**src/rtl/instr_mem_ctrl_pkg.sv**
```systemverilog
// Shared constants and state encoding for the instruction memory controller.
// Latency: n/a (declarations only).
// Backpressure: n/a.
package imem_pkg;

  localparam int IMEM_ADDR_W = 10;
  localparam int IMEM_DATA_W = 18;
  localparam int IMEM_DEPTH  = 1024;

  // Controller sequencing: hold CPU, stream program in, one-cycle done, run.
  typedef enum logic [1:0] {
    IDLE = 2'd0,
    LOAD = 2'd1,
    DONE = 2'd2,
    RUN  = 2'd3
  } ctrl_state_t;

endpackage

```
**src/rtl/instr_mem_ctrl_if.sv**
```systemverilog
// Bundles the loader, fetch and memory-port signals of the instruction memory controller.
// Latency: n/a (wiring only).
// Backpressure: load path uses load_valid/load_ready; fetch path has no backpressure.
interface instr_mem_ctrl_if
  import imem_pkg::*;
#(
  parameter int ADDR_W = IMEM_ADDR_W,
  parameter int DATA_W = IMEM_DATA_W
);

  // Loader side
  logic              load_start;
  logic [ADDR_W:0]   load_len;
  logic              load_valid;
  logic              load_ready;
  logic [DATA_W-1:0] load_data;
  logic              load_done;
  logic [DATA_W-1:0] load_sum;

  // CPU fetch side
  logic              fetch_req;
  logic [ADDR_W-1:0] fetch_addr;
  logic              fetch_valid;
  logic [DATA_W-1:0] fetch_data;
  logic              cpu_hold;

  // Memory array side
  logic [ADDR_W-1:0] mem_addr;
  logic              mem_we;
  logic [DATA_W-1:0] mem_wdata;
  logic [DATA_W-1:0] mem_rdata;

  // Controller view: serves the loader and CPU, owns the memory port.
  modport slave (
    input  load_start, load_len, load_valid, load_data,
    input  fetch_req, fetch_addr,
    input  mem_rdata,
    output load_ready, load_done, load_sum,
    output fetch_valid, fetch_data, cpu_hold,
    output mem_addr, mem_we, mem_wdata
  );

  // Environment view: loader, CPU fetch stage and memory array.
  modport master (
    output load_start, load_len, load_valid, load_data,
    output fetch_req, fetch_addr,
    output mem_rdata,
    input  load_ready, load_done, load_sum,
    input  fetch_valid, fetch_data, cpu_hold,
    input  mem_addr, mem_we, mem_wdata
  );

endinterface

```
**src/rtl/instr_mem_ctrl_load_seq.sv**
```systemverilog
// Program-load sequencer: length clamp, write pointer, word counter and checksum.
// Latency: write signals are combinational with the accept; last_word flags the len-th accept.
// Backpressure: none internally; the caller only asserts accept_i when a word is taken.
module imem_load_seq #(
  parameter int ADDR_W = 10,
  parameter int DATA_W = 18,
  parameter int DEPTH  = 1024
) (
  input  logic              clk,
  input  logic              reset,
  input  logic              start_i,
  input  logic [ADDR_W:0]   len_i,
  input  logic              accept_i,
  input  logic [DATA_W-1:0] data_i,
  output logic              wr_en_o,
  output logic [ADDR_W-1:0] wr_addr_o,
  output logic [DATA_W-1:0] wr_data_o,
  output logic              last_word_o,
  output logic              len_zero_o,
  output logic [DATA_W-1:0] sum_o
);

  // Longest legal load; longer requests are cut so the pointer never wraps.
  localparam logic [ADDR_W:0] LEN_MAX = (ADDR_W+1)'(DEPTH);

  logic [ADDR_W-1:0] ptr_q, ptr_d;
  logic [ADDR_W:0]   cnt_q, cnt_d;
  logic [ADDR_W:0]   len_q, len_d;
  logic [DATA_W-1:0] sum_q, sum_d;
  logic [ADDR_W:0]   len_clamped;

  // Clamp the requested length to the memory depth.
  always_comb begin
    len_clamped = (len_i > LEN_MAX) ? LEN_MAX : len_i;
  end

  // Start re-arms the sequencer; each accepted word advances pointer, count and sum.
  always_comb begin
    ptr_d = ptr_q;
    cnt_d = cnt_q;
    len_d = len_q;
    sum_d = sum_q;
    if (start_i) begin
      len_d = len_clamped;
      ptr_d = '0;
      cnt_d = '0;
      sum_d = '0;
    end else if (accept_i) begin
      ptr_d = ptr_q + ADDR_W'(1);
      cnt_d = cnt_q + (ADDR_W+1)'(1);
      sum_d = sum_q + data_i;
    end
  end

  // Sequencer state registers.
  always_ff @(posedge clk) begin
    if (reset) begin
      ptr_q <= '0;
      cnt_q <= '0;
      len_q <= '0;
      sum_q <= '0;
    end else begin
      ptr_q <= ptr_d;
      cnt_q <= cnt_d;
      len_q <= len_d;
      sum_q <= sum_d;
    end
  end

  assign wr_en_o     = accept_i;
  assign wr_addr_o   = ptr_q;
  assign wr_data_o   = data_i;
  assign last_word_o = accept_i && ((cnt_q + (ADDR_W+1)'(1)) == len_q);
  assign len_zero_o  = (len_q == '0);
  assign sum_o       = sum_q;

endmodule

```
**src/rtl/instr_mem_ctrl.sv**
```systemverilog
// Instruction memory controller: arbitrates the single memory port between loader and CPU fetch.
// Latency: writes land the cycle a word is accepted; fetch data returns one cycle after the request.
// Backpressure: load_ready only in LOAD; the CPU is stalled via cpu_hold outside RUN.
module instr_mem_ctrl
  import imem_pkg::*;
#(
  parameter int ADDR_W = IMEM_ADDR_W,
  parameter int DATA_W = IMEM_DATA_W,
  parameter int DEPTH  = IMEM_DEPTH   // must equal 2**ADDR_W
) (
  input  logic             clk,
  input  logic             reset,
  instr_mem_ctrl_if.slave  bus
);

  localparam logic [1:0] S_IDLE = IDLE;
  localparam logic [1:0] S_LOAD = LOAD;
  localparam logic [1:0] S_DONE = DONE;
  localparam logic [1:0] S_RUN  = RUN;

  logic [1:0]        state_q, state_d;
  logic              in_run;
  logic              start_go;
  logic              load_ready;
  logic              accept;
  logic              fetch_go;

  logic              wr_en;
  logic [ADDR_W-1:0] wr_addr;
  logic [DATA_W-1:0] wr_data;
  logic              last_word;
  logic              len_zero;
  logic [DATA_W-1:0] load_sum;

  logic [ADDR_W-1:0] mem_addr_q, mem_addr_d;
  logic [DATA_W-1:0] mem_wdata_q, mem_wdata_d;
  logic              mem_we;

  logic              fetch_valid_q, fetch_valid_d;
  logic [DATA_W-1:0] fetch_data_q, fetch_data_d;

  assign in_run = (state_q == S_RUN);

  // Reset wins over every input in the same cycle, so all request paths are gated by it.
  // A zero-length load never opens the write path.
  always_comb begin
    start_go   = bus.load_start && !reset &&
                 ((state_q == S_IDLE) || (state_q == S_RUN));
    load_ready = (state_q == S_LOAD) && !len_zero && !reset;
    accept     = bus.load_valid && load_ready;
    fetch_go   = in_run && bus.fetch_req && !reset;
  end

  imem_load_seq #(
    .ADDR_W (ADDR_W),
    .DATA_W (DATA_W),
    .DEPTH  (DEPTH)
  ) u_load_seq (
    .clk         (clk),
    .reset       (reset),
    .start_i     (start_go),
    .len_i       (bus.load_len),
    .accept_i    (accept),
    .data_i      (bus.load_data),
    .wr_en_o     (wr_en),
    .wr_addr_o   (wr_addr),
    .wr_data_o   (wr_data),
    .last_word_o (last_word),
    .len_zero_o  (len_zero),
    .sum_o       (load_sum)
  );

  // Controller FSM: IDLE -> LOAD -> DONE -> RUN, with reload from RUN.
  always_comb begin
    state_d = state_q;
    case (state_q)
      S_IDLE: if (start_go) state_d = S_LOAD;
      S_LOAD: if (len_zero || last_word) state_d = S_DONE;
      S_DONE: state_d = S_RUN;
      S_RUN:  if (start_go) state_d = S_LOAD;
      default: state_d = S_IDLE;
    endcase
  end

  // State register.
  always_ff @(posedge clk) begin
    if (reset) state_q <= S_IDLE;
    else       state_q <= state_d;
  end

  // Port mux: writes only happen in LOAD and reads only in RUN, so the two never collide;
  // an idle port keeps the last address and write data.
  always_comb begin
    mem_we      = 1'b0;
    mem_addr_d  = mem_addr_q;
    mem_wdata_d = mem_wdata_q;
    if (wr_en) begin
      mem_we      = 1'b1;
      mem_addr_d  = wr_addr;
      mem_wdata_d = wr_data;
    end else if (fetch_go) begin
      mem_addr_d  = bus.fetch_addr;
    end
  end

  // Remember the last driven address/data so an idle port holds steady.
  always_ff @(posedge clk) begin
    if (reset) begin
      mem_addr_q  <= '0;
      mem_wdata_q <= '0;
    end else begin
      mem_addr_q  <= mem_addr_d;
      mem_wdata_q <= mem_wdata_d;
    end
  end

  // Fetch return: the array's registered read data is presented the cycle after the request;
  // between returns the last word is held for the CPU.
  always_comb begin
    fetch_valid_d = fetch_go;
    fetch_data_d  = fetch_valid_q ? bus.mem_rdata : fetch_data_q;
  end

  // Fetch-return registers.
  always_ff @(posedge clk) begin
    if (reset) begin
      fetch_valid_q <= 1'b0;
      fetch_data_q  <= '0;
    end else begin
      fetch_valid_q <= fetch_valid_d;
      fetch_data_q  <= fetch_data_d;
    end
  end

  assign bus.load_ready  = load_ready;
  assign bus.load_done   = (state_q == S_DONE);
  assign bus.load_sum    = load_sum;
  assign bus.cpu_hold    = !in_run;
  assign bus.fetch_valid = fetch_valid_q;
  assign bus.fetch_data  = fetch_data_d;
  assign bus.mem_addr    = mem_addr_d;
  assign bus.mem_we      = mem_we;
  assign bus.mem_wdata   = mem_wdata_d;

endmodule

```
**src/flat_wrapper.sv**
```systemverilog
// flat-port wrapper written by rule: the top's interface ports become plain ports
module instr_mem_ctrl_flat import imem_pkg::*;
#(
  parameter int ADDR_W = IMEM_ADDR_W,
  parameter int DATA_W = IMEM_DATA_W,
  parameter int DEPTH  = IMEM_DEPTH                          
)
  (clk, reset, bus_load_start, bus_load_len, bus_load_valid, bus_load_data, bus_fetch_req, bus_fetch_addr, bus_mem_rdata, bus_load_ready, bus_load_done, bus_load_sum, bus_fetch_valid, bus_fetch_data, bus_cpu_hold, bus_mem_addr, bus_mem_we, bus_mem_wdata);
  instr_mem_ctrl_if #(.ADDR_W(ADDR_W), .DATA_W(DATA_W)) bus_i ();
  input  logic clk;
  input  logic reset;
  input wire logic [$bits(bus_i.load_start)-1:0] bus_load_start;
  input wire logic [$bits(bus_i.load_len)-1:0] bus_load_len;
  input wire logic [$bits(bus_i.load_valid)-1:0] bus_load_valid;
  input wire logic [$bits(bus_i.load_data)-1:0] bus_load_data;
  input wire logic [$bits(bus_i.fetch_req)-1:0] bus_fetch_req;
  input wire logic [$bits(bus_i.fetch_addr)-1:0] bus_fetch_addr;
  input wire logic [$bits(bus_i.mem_rdata)-1:0] bus_mem_rdata;
  output wire logic [$bits(bus_i.load_ready)-1:0] bus_load_ready;
  output wire logic [$bits(bus_i.load_done)-1:0] bus_load_done;
  output wire logic [$bits(bus_i.load_sum)-1:0] bus_load_sum;
  output wire logic [$bits(bus_i.fetch_valid)-1:0] bus_fetch_valid;
  output wire logic [$bits(bus_i.fetch_data)-1:0] bus_fetch_data;
  output wire logic [$bits(bus_i.cpu_hold)-1:0] bus_cpu_hold;
  output wire logic [$bits(bus_i.mem_addr)-1:0] bus_mem_addr;
  output wire logic [$bits(bus_i.mem_we)-1:0] bus_mem_we;
  output wire logic [$bits(bus_i.mem_wdata)-1:0] bus_mem_wdata;
  assign bus_i.load_start = bus_load_start;
  assign bus_i.load_len = bus_load_len;
  assign bus_i.load_valid = bus_load_valid;
  assign bus_i.load_data = bus_load_data;
  assign bus_i.fetch_req = bus_fetch_req;
  assign bus_i.fetch_addr = bus_fetch_addr;
  assign bus_i.mem_rdata = bus_mem_rdata;
  assign bus_load_ready = bus_i.load_ready;
  assign bus_load_done = bus_i.load_done;
  assign bus_load_sum = bus_i.load_sum;
  assign bus_fetch_valid = bus_i.fetch_valid;
  assign bus_fetch_data = bus_i.fetch_data;
  assign bus_cpu_hold = bus_i.cpu_hold;
  assign bus_mem_addr = bus_i.mem_addr;
  assign bus_mem_we = bus_i.mem_we;
  assign bus_mem_wdata = bus_i.mem_wdata;
  instr_mem_ctrl #(.ADDR_W(ADDR_W), .DATA_W(DATA_W), .DEPTH(DEPTH)) u_core (.clk(clk), .reset(reset), .bus(bus_i));
endmodule
```
**config.mk**
```make
export PLATFORM = sky130hd
export DESIGN_NAME = instr_mem_ctrl_flat
export DESIGN_NICKNAME = d
export VERILOG_FILES = /design/src/rtl/instr_mem_ctrl_pkg.sv /design/src/rtl/instr_mem_ctrl_if.sv /design/src/rtl/instr_mem_ctrl_load_seq.sv /design/src/rtl/instr_mem_ctrl.sv /design/src/flat_wrapper.sv
export SDC_FILE = /design/constraint.sdc
export NUM_CORES = 1
export LEC_CHECK = 0
export ABC_AREA = 1
export CAP_MARGIN = 20
export CORE_UTILIZATION = 55
export DETAILED_ROUTE_END_ITERATION = 7
export PLACE_DENSITY_LB_ADDON = 0.12
export REMOVE_ABC_BUFFERS = 1
export SYNTH_ARGS = -nofsm -noshare
export SYNTH_HDL_FRONTEND = slang
export SYNTH_SLANG_ARGS = --single-unit
```
**constraint.sdc**
```tcl
create_clock -name clk -period 3.8 [get_ports clk]
set_clock_uncertainty 0.05 [all_clocks]
set_input_delay 0.57 -clock clk [delete_from_list [all_inputs] [get_ports clk]]
set_output_delay 0.57 -clock clk [all_outputs]
set_load 0.05 [all_outputs]
```
# ---- Yosys cells after proc, flatten, opt, wreduce, memory -nomap -nowiden
# Index checks and enable logic that the tools add are counted.
dict set report classes {
  reduce_logical 18
  muxes 9
  eq_ne 6
  n_lt_le_gt_ge 1
  add_sub_neg 3
}
# cell n
set op_table {}
lappend op_table {{two-way mux 18 bit} 2}
lappend op_table {{two-way mux 10 bit} 2}
lappend op_table {{adder 18 bit} 1}
lappend op_table {{adder 11 x 1 -> 11 bit, second input constant} 1}
lappend op_table {{equality test 11 bit} 1}
lappend op_table {{greater-than comparator 11 bit, second input constant} 1}
lappend op_table {{zero test 11 bit} 1}
lappend op_table {{two-way mux 11 bit} 1}
lappend op_table {{adder 10 x 1 -> 10 bit, second input constant} 1}
lappend op_table {{logical AND 1 bit} 8}
lappend op_table {{one-hot mux 2 bit (3 select lines)} 1}
lappend op_table {{equality test 2 bit, second input constant} 2}
lappend op_table {{two-way mux 2 bit} 2}
lappend op_table {{OR reduction 2 bit} 2}
lappend op_table {{zero test 1 bit} 3}
lappend op_table {{equality test 2 x 1 -> 1 bit, second input constant} 1}
lappend op_table {{zero test 2 bit} 1}
lappend op_table {{logical OR 1 bit} 2}
lappend op_table {{!= test 2 x 1 -> 1 bit, second input constant} 1}
lappend op_table {{!= test 2 bit, second input constant} 1}
lappend op_table {{AND reduction 2 bit} 1}
lappend op_table {{two-way mux 1 bit} 1}
dict set report totals {
  inputBits 62
  regBits 99
  word_cells 46
}

# ---- Logic depth before layout (Yosys ltp)
# Gate-level depths: netlist of the first run.
dict set report logic_depth {
  word_depth 9
  mapped_depth 14
  depth_no_buf 14
}

# ---- Modules after synthesis
# A second synthesis of the first run with hierarchy kept.
dict set report hier_totals {
  cells_unflattened 863
  hier_area_um2 5605.4
}
# module instances area_per_inst_um2 cells_per_inst
set modules_own_cells {}
lappend modules_own_cells {imem_load_seq 1 3442.1 545}
lappend modules_own_cells {instr_mem_ctrl 1 2163.3 318}

# ---- Worst setup path after synthesis of the first run
# Ideal clock, no wire load.
dict set report synth_path {
  path_kind {input-to-output}
  from {input port reset}
  to {output port bus_mem_wdata[16]}
  setup_slack_ps 968
  path_stages 9
  t_arrival_ps 2212
  n_path_buf 3
  cell_sequence {buf_2 -> inv_1 -> nand4_2 -> inv_2 -> buf_6 -> buf_6 -> or2_1 -> clkinv_1 -> a21oi_1}
}
dict set report synth_via {
  elab_chain_len 4
}
# element line
set synth_rtl {}
lappend synth_rtl {{from (decl)} flat_wrapper.sv:11} ;# input logic reset;
lappend synth_rtl {{zero test 1 bit} instr_mem_ctrl.sv:49} ;# load_ready = (state_q == S_LOAD) && !len_zero && !reset;
lappend synth_rtl {{logical AND 1 bit} instr_mem_ctrl.sv:49}
lappend synth_rtl {{logical AND 1 bit} instr_mem_ctrl.sv:50} ;# accept = bus.load_valid && load_ready;
lappend synth_rtl {{two-way mux 18 bit} instr_mem_ctrl.sv:97} ;# if (wr_en) begin
lappend synth_rtl {{to (decl)} flat_wrapper.sv:27} ;# output wire logic [$bits(bus_i.mem_wdata)-1:0] bus_mem_wdata;
# Every way passes these cells.

# ---- Final worst setup path of the first run
dict set report layout_path {
  from {register u_core.fetch_valid_q (netlist: u_core.bus.fetch_valid)}
  to {output port bus_fetch_data[2]}
}
dict set report layout_via {
  elab_chain_len 1
}
# element line
set layout_rtl {}
lappend layout_rtl {{from (decl)} instr_mem_ctrl.sv:39} ;# logic fetch_valid_q, fetch_valid_d;
lappend layout_rtl {{from (signal assigned)} instr_mem_ctrl.sv:130} ;# fetch_valid_q <= fetch_valid_d;
lappend layout_rtl {{two-way mux 18 bit} instr_mem_ctrl.sv:121} ;# fetch_data_d = fetch_valid_q ? bus.mem_rdata : fetch_data_q;
lappend layout_rtl {{to (decl)} flat_wrapper.sv:23} ;# output wire logic [$bits(bus_i.fetch_data)-1:0] bus_fetch_data;
# Every way passes these cells.

==> results of run 1 <==
==> worst reg2reg max path, stage by stage (launching register included) <==
cell and delay (ps):
dfxtp_1 630, ha_1 380, nand2_2 130, nor2_4 220
nand2_1 120, nand2_1 100, nand2_1 50, nand2_1 50
nand3_1 80, nor2_1 120, nand4_1 120, nand2_1 100
nand2_1 70, nand2_1 90, a21oi_2 50
==> report_power, final <==
part,total [mW],switching [mW],internal [mW]
Combinational,1.42,0.851,0.574
Clock,0.619,0.382,0.237
Sequential,1.19,0.0667,1.13
Total,3.24,1.30,1.94
==> per-stage QoR <==
stage | instances | TNS [ps] | hold WS [ps] | total power, mW | cell area, um2
6_report | 1023 | 0 | 425 | 3.24 | 7470
5_1_grt | 1023 | 0 | 418 | 3.40 | 7470
4_1_cts | 1022 | 0 | 420 | 3.24 | 7460
3_5_place_dp | 1007 | 0 | 411 | 2.63 | 7300
3_3_place_gp | 1007 | 0 | 405 | 2.59 | 7300
2_1_floorplan | 736 | -6120 | 392 | 2.05 | 5450
==> state kept, by name (all words and copies together), names as in the netlist <==
| register | cells |
|---|---|
| u_core.bus.fetch_valid | 1 |
| u_core.fetch_data_q | 18 |
| u_core.u_load_seq.cnt_q | 11 |
| u_core.u_load_seq.len_q | 11 |
| u_core.u_load_seq.sum_o | 18 |
| u_core.mem_addr_q | 10 |
| u_core.mem_wdata_q | 18 |
| u_core.state_q | 2 |
| u_core.u_load_seq.wr_addr_o | 10 |
==> worst paths after layout <==
check                                                              from                                 end  slack (ps)  cells after the start
worst min register to register       u_core.fetch_data_q[15]$_SDFF_PP0_  u_core.fetch_data_q[15]$_SDFF_PP0_         430                      2
worst max register to register  u_core.u_load_seq.cnt_q[0]$_SDFFE_PP0P_      u_core.state_q[0]$_SDFFE_PP0P_        1320                     14
worst min-delay path                 u_core.fetch_data_q[15]$_SDFF_PP0_  u_core.fetch_data_q[15]$_SDFF_PP0_         430                      2
worst max-delay path                  u_core.bus.fetch_valid$_SDFF_PP0_                   bus_fetch_data[2]         310                      4
==> kinds of logic (layout without fill, tap and decap cells) <==
| group | Yosys count | count (layout) |
|---|---|---|
| AO/OA/AOI/OAI | 186 | 186 |
| XOR/XNOR | 15 | 15 |
| adder cells (fa/ha/maj) | 23 | 23 |
| buffers and inverters | 144 | 264 |
| flip-flops | 99 | 99 |
| multiplexers | 1 | 1 |
| AND/OR/NAND/NOR | 302 | 302 |
==> per-layer routing <==
metal	vias up	wire, um	global-route usage [%]
li1	2775	-	-
met1	2573	6000	30.8
met2	165	7220	48.1
met3	27	719	5.41
met4	0	355	10.4
met5	-	0	0
==> cell usage in the layout, fill, tap and decap left out, types with 5 or more instances in the layout <==
cell / instances
or2_2: 10
nand2_1: 159
o21ai_0: 39
a21oi_1: 87
inv_1: 96
nor4_1: 5
nand4_1: 10
a31oi_1: 6
buf_4: 6
o21ai_1: 6
nor2_1: 34
clkdlybuf4s50_1: 100
nor3_1: 8
ha_1: 22
dfxtp_1: 99
o21bai_1: 5
inv_2: 8
or2_0: 10
clkinv_1: 5
clkbuf_8: 9
buf_12: 31
xor2_1: 10
a211oi_2: 24
nand3_1: 46
==> area by class of cell <==
| class | instances | area, um2 | share of cell area [%] |
|---|---|---|---|
| multi-input cells | 527 | 3060 | 41.0 |
| flip-flops and latches | 99 | 1980 | 26.5 |
| repair buffers | 139 | 1680 | 22.5 |
| inverters | 110 | 414 | 5.54 |
| well taps | 133 | 166 | 2.23 |
| clock buffers | 10 | 128 | 1.71 |
| clock inverters | 5 | 38.8 | 0.519 |
==> out/results.env, run 1 <==
CORE_AREA_MM2=0.00986
SYNTH_AREA_LEADERS='dfxtp_1 (35%), nand2_1 (11%), a21oi_1 (7.7%)'
VIA_COUNT_OF_THE_FIRST_GLOBAL_ROUTING_PASS=5305
CLOCK_SINK_COUNT=99
PATH_DELAY_FAMILY='buffers and inverters'
SYNTH_TOP_AREA_SHARE_PCT=34.9
HPWL_AFTER_DPL_UM=10500
FINAL_HOLD_VIOLATIONS=0
POST_SYNTHESIS_CELL_TYPE_WITH_THE_LARGEST_COMBINED_AREA='dfxtp_1'
TIMING.CRITICAL_PATH.BUF_INV=2
POST-ROUTE-UTIL_PCT=75.7
DR.PASS1.ITERS=4
CTSLONGESTPATHBUFFERS=2
SYN2LAYOUT_AREA_GROWTH_PCT=31.6
CLOCK_BUFFERS_CREATED_BY_TRITONCTS=9
FP.DIEAREA_MM2=0.0107
DIE_HEIGHT_UM=104
POWER_PER_CELL_AREA_mW_PER_MM2=433
SYNTH_SEQUENTIAL_AREA_RATIO_PCT=34.9
WORSTPATHCELLLIST='clkinv_1 -> nand2_1 -> nand2_1 -> clkdlybuf4s50_1'
DRTANTENNAVIOLNETS=0
CP_SLOWEST_STAGE_DELAY_PS=800
CTS-RESIZED-GATES=0
SYNTH_EDF_COUNT=0
COUNT_OF_STANDARD_CELL_ROWS=36
POST_SYNTH_INSTANCE_AREA_MM2=0.00567
DETAIL_ROUTE.WIRELENGTH_UM=14300
P_LEAK_nW=3.21
MIN_PERIOD_PS=3490
SYNTH-ADDER-AREA-SHARE_PCT=5.20
CRITICAL_PATH.SLOWEST_CELL='dfxtp_1'
SLEW_HEADROOM_PCT=51.4
FINAL_MIN_PERIOD_OVER_CLOCK_PERIOD_PCT=91.8
SYNTH-COMPOUND-AREA-SHARE_PCT=21.3
SYNTH_CELL_TYPES=48
POST_ROUTE_CELLS_DRIVE_ABOVE_1_SHARE_PCT=13.7
IO_BUFFERS=130
POST_SYNTH_MOST_FREQUENT_CELLS='nand2_1 (159), dfxtp_1 (99), inv_1 (96), a21oi_1 (87), nand3_1 (46)'
FINAL.SETUP.WORST_SLACK_PS=311
CTS.REPORTEDPATHS.CLKPINSLEW_PS=90
CTS_TREE='done'
POST_CTS.REPAIR.SETUP_BUFFERS=0
WORST-SETUP-PATH-TYPE='reg -> out'
YOSYSMOSTFREQUENTCELL='nand2_1'
ANTENNADIODECOUNT=0
N_FILL_CELL=762
MAXIMUM_VDD_DROP_V=0.000341
OVERFLOW=0
SHARE_OF_FLIP_FLOPS_WITH_AN_ASYNCHRONOUS_SET_OR_RESET_PCT=0
ENDPOINT_KIND='primary output'
MUXSHAREOFSYNTHAREA_PCT=0.176
MAX_SLEW.WORST_PIN.SLEW_PS=728
SYNTH-SEQ-CELLS=99
DIE_W_UM=104
ROUTED_LENGTH_PER_PLACED_INSTANCE_UM=14.0
FRACTION_OF_SYNTHESIZED_CELL_AREA_IN_XOR_AND_XNOR_CELLS_PCT=2.56
NETS=971
CLK-INSERTION-DELAY-LATE_PS=370
CRITICAL_PATH_PEAK_FANOUT=20
FIRST_PASS_GRT_WIRE_LENGTH_UM=23700
YS_WARN_COUNT=0
SYNTH_AREA_PER_CELL_UM2=7.37
DETAILROUTE.VIA_COUNT=5540
IOPINCOUNT=131
PLACE.GP.CONGESTION=0.899
GLOBALROUTETOTALUTIL_PCT=26.7
SETUP_VIOLATIONS=0
GRT_ANTENNA_BEFORE_REPAIR=0
RUN_STATUS='finished, final reports clean'
MAX_CAP_VIOL_COUNT=0
FMAX_MHz=287
SYNTHSIMPLEGATEAREAFRAC_PCT=24.7
LARGEST_FAMILY_OF_LOGIC_CELLS_BY_SYNTHESIZED_AREA='simple AND/OR/NAND/NOR gates'
CLK_ROOT_BUFFER_CELL='clkbuf_8'
GRT_SETUP_UNREPAIRED='no'
HTREEDEPTH=3
DPL_WORST_SLACK_PS=685
INITIALDRTVIOLATIONCOUNT=211
SYNTH_CELLS=770
DOMINANTREGCELLSYNTH='dfxtp_1'
SLEW_VIOLATIONS=0
ROUTE.DETAILED.VIAS_PER_INST=5.42
INITIAL_CORE_UTIL_PCT=57.5
WORST_PATH_MOST_REPEATED_CELL='nand2_1'
LARGEST_NET_DEGREE_AT_THE_START_OF_GLOBAL_ROUTING=46
DRCVIOLATIONCOUNT=0
CRIT_PATH_START_KIND='flip-flop'
REQUIRED_PS=3180
CTS_HOLD_REPAIR.BUFFERS=0
CRIT_ARRIVAL_PS=2870
TIMING.HOLD.WORST.CLASS='reg -> reg'
(Power assumes the default switching activity.)
==> run 2: changes to the inputs <==
ABC_CLOCK_PERIOD_IN_PS = 3800   (was not set)
CORE_UTILIZATION = 50   (was 55)
SYNTH_HIERARCHICAL = 1   (was not set)
==> run 2 against run 1 <==
  * First-iteration DRC count up 38%
  * Critical endpoint is now bus_mem_addr[4]
  * Non-clock buffer count down 5
  * Synthesized area down 1.2%
  * Worst setup slack worse by 21 ps
  * Die area up 8.5%
  * Register-to-register slack worse by 590 ps
  * Wire length down 7.7%
  * Sequential power down 4%
  * Global-route usage down 3.0 points
  * Critical path type unchanged
==> out/results.env, run 2 <==
SYNTH_SEQUENTIAL_AREA_RATIO_PCT=35.4  # +0.43 points
FMAX_MHz=285  # -0.59%
POST_SYNTH_INSTANCE_AREA_MM2=0.00561  # -1.2%
MIN_PERIOD_PS=3510  # +20.9 ps
MAX_SLEW.WORST_PIN.SLEW_PS=1010  # +284 ps
CTS_HOLD_REPAIR.BUFFERS=0  # unchanged
FINISH.INSTANCE_AREA_MM2=0.00729  # -2.3%
SYNTH_AREA_LEADERS='dfxtp_1 (35%), nand2_1 (18%), inv_1 (7.4%)'
CRIT_PATH_START_KIND='flip-flop'
MAX_CAP_VIOL_COUNT=0  # unchanged
SYNTH_CELL_TYPES=30  # -38%
ROUTE.DETAILED.VIAS_PER_INST=4.90  # -9.5%
POWER_PER_CELL_AREA_mW_PER_MM2=388  # -10%
R2R_DEPTH=18  # +4
GR-USAGE-MET2_PCT=40.7  # -7.5 points
SYNTH_TOP_AREA_SHARE_PCT=35.4  # +0.43 points
DIE_W_UM=108  # +4.2%
VIA_COUNT_OF_THE_FIRST_GLOBAL_ROUTING_PASS=4846  # -8.7%
CLOCK_BUFFERS_CREATED_BY_TRITONCTS=9  # unchanged
CLOCK_SINK_COUNT=99  # unchanged
P_LEAK_nW=3.43  # +6.8%
DRTANTENNAVIOLNETS=0  # unchanged
POST-LAYOUT-TOTAL-POWER_mW=2.83  # -12%
GRT-BUSIEST-LAYER='met2'
STDCELL_COUNT=1104  # +7.9%
DETAILROUTE.VIA_COUNT=5410  # -2.3%
IO_BUFFERS=130  # unchanged
GRT_ANTENNA_BEFORE_REPAIR=0  # unchanged
SYNTH-SEQ-CELLS=99  # unchanged
CTS-RESIZED-GATES=0  # unchanged
GRT_SETUP_UNREPAIRED='no'
TIMING.HOLD.WORST.CLASS='reg -> reg'
DRCVIOLATIONCOUNT=0  # unchanged
ROUTED_LENGTH_PER_PLACED_INSTANCE_UM=11.9  # -15%
SYN2LAYOUT_AREA_GROWTH_PCT=30.1
N_FILL_CELL=997  # +31%
HTREEDEPTH=3  # unchanged
INITIAL_CORE_UTIL_PCT=51.5  # -6.0 points
CLK-INSERTION-DELAY-LATE_PS=370  # about the same
POST_SYNTH_MOST_FREQUENT_CELLS='nand2_1 (262), inv_1 (110), dfxtp_1 (99), nor2_1 (94), a21oi_1 (74)'
WORST-SETUP-PATH-TYPE='reg -> out'
SLEW_HEADROOM_PCT=32.3  # -19 points
CTSLONGESTPATHBUFFERS=2  # unchanged
POST_ROUTE_CELLS_DRIVE_ABOVE_1_SHARE_PCT=6.74  # -7.0 points
HOLD-PATH-CELL-COUNT=2  # unchanged
SETUP_VIOLATIONS=0  # unchanged
ENDPOINT_KIND='primary output'
LAYOUT_COMMONEST_CELL='nand2_1'
MOST-COMMON-LAYOUT-CELLS='nand2_1 (262), inv_1 (110), clkdlybuf4s50_1 (101), dfxtp_1 (99), nor2_1 (94)'
SYNTH_AREA_PER_CELL_UM2=6.50  # -12%
YOSYSMOSTFREQUENTCELL='nand2_1'
FINAL.SETUP.WORST_SLACK_PS=290  # -20.9 ps
POST_SYNTHESIS_CELL_TYPE_WITH_THE_LARGEST_COMBINED_AREA='dfxtp_1'
DOMINANTREGCELLSYNTH='dfxtp_1'
MAXIMUM_VDD_DROP_V=0.000262  # -23%
RUN_STATUS='finished, final reports clean'
FIRST_PASS_GRT_WIRE_LENGTH_UM=21900  # -7.6%
GLOBALROUTETOTALUTIL_PCT=23.7  # -3.0 points
FINAL_MIN_PERIOD_OVER_CLOCK_PERIOD_PCT=92.4  # +0.55 points
GROUTE.LAYER.MET1.USAGE_PCT=29.7  # -1.1 points
DIE_HEIGHT_UM=108  # +4.2%
GLOBAL_ROUTE.USAGE.MET3_PCT=4.54  # -0.87 points
POST_CTS.REPAIR.SETUP_BUFFERS=0  # unchanged
SLEW_VIOLATIONS=0  # unchanged
REQUIRED_PS=3180  # about the same
FP.DIEAREA_MM2=0.0116  # +8.5%
INITIALDRTVIOLATIONCOUNT=291  # +38%
COUNT_OF_STANDARD_CELL_ROWS=38  # +5.6%
MULTI_INPUT_AREA_MM2=0.00288  # -5.9%
CRITICAL_PATH_PEAK_FANOUT=38  # +90%
SHARE_OF_FLIP_FLOPS_WITH_AN_ASYNCHRONOUS_SET_OR_RESET_PCT=0  # unchanged
CTS_TREE='done'
HPWL_AFTER_DPL_UM=9780  # -7.2%
DETAILED_PLACE.AREA_MM2=0.00708  # -3.0%
NETS=1044  # +7.5%
FINAL_HOLD_VIOLATIONS=0  # unchanged
YS_WARN_COUNT=6  # +6
PLACE.GP.CONGESTION=0.854  # -4.9%
CRIT_ARRIVAL_PS=2890  # +20 ps
DR.PASS1.ITERS=5  # +1
LARGEST_NET_DEGREE_AT_THE_START_OF_GLOBAL_ROUTING=39  # -15%
SYNTH_CELLS=863  # +12%
IOPINCOUNT=131  # unchanged
LAYOUT.AREA.SEQ_MM2=0.00198  # unchanged
CLK_ROOT_BUFFER_CELL='clkbuf_8'
OVERFLOW=0  # unchanged
DETAIL_ROUTE.WIRELENGTH_UM=13200  # -7.7%
CTS.REPORTEDPATHS.CLKPINSLEW_PS=90  # about the same
NUMPLACEDINSTANCES=1088  # +8.0%
ANTENNADIODECOUNT=0  # unchanged
DPL_WORST_SLACK_PS=530  # -155 ps
CORE_AREA_MM2=0.0109  # +10%
SYNTH_EDF_COUNT=0  # unchanged
## run 2: per-layer routing
metal | share of wire (%) | vias to the layer above
met5 | 0 | -
met4 | 1.8 | 0
met3 | 5.6 | 18
met2 | 46 | 151
met1 | 47 | 2340
li1 | - | 2901
## run 2: final cells by class
type	count	area share (%)
inverters	115	5.92
well taps	140	2.40
repair buffers	134	22.0
clock buffers	10	1.75
clock inverters	6	1.23
flip-flops and latches	99	27.2
multi-input cells	600	39.5
## run 2: kinds of logic (layout without fill, tap and decap cells)
| group | after synthesis | in the layout | share of synthesized area [%] |
|---|---|---|---|
| compound gates | 122 | 122 | 11.2 |
| xor+xnor | 13 | 13 | 2.28 |
| fa+ha+maj | 23 | 23 | 5.27 |
| buf+inv | 164 | 265 | 13.3 |
| flops | 99 | 99 | 35.4 |
| simple gates | 442 | 442 | 32.7 |
## run 2: worst max-delay path: stages (launching register included)
cell and delay [ps]:
dfxtp_1 330, inv_1 110, nand4_1 110, nor3_1 380
nor3_1 170, and2_2 310, inv_2 590, nand3_1 180
nand2_1 130, inv_1 70, buf_12 150
## run 2: final timing paths
kind                                                         startpoint                          endpoint  slack [ps]
worst max register to register           u_core/state_q[0]$_SDFFE_PP0P_    u_core/state_q[0]$_SDFFE_PP0P_         730
worst max-delay path            u_core/u_load_seq/len_q[6]$_SDFFE_PP0P_                   bus_mem_addr[4]         290
worst min-delay path                   u_core/mem_wdata_q[8]$_SDFF_PP0_  u_core/mem_wdata_q[8]$_SDFF_PP0_         420
worst min register to register         u_core/mem_wdata_q[8]$_SDFF_PP0_  u_core/mem_wdata_q[8]$_SDFF_PP0_         420
## run 2: report_power, final
part | switching (mW) | total [mW] | internal (mW)
clock | 0.372 | 0.744 | 0.372
combinational | 0.576 | 0.948 | 0.371
sequential | 0.0446 | 1.14 | 1.10
## run 2: through the flow
stage	util (%)	hold slack (ps)	setup TNS, ps
after floorplan	-	392	-68450
after global placement	65.0	408	0
after detailed placement	65.0	411	0
after CTS	67.0	425	0
after global routing	67.0	443	0
final	67.0	424	0
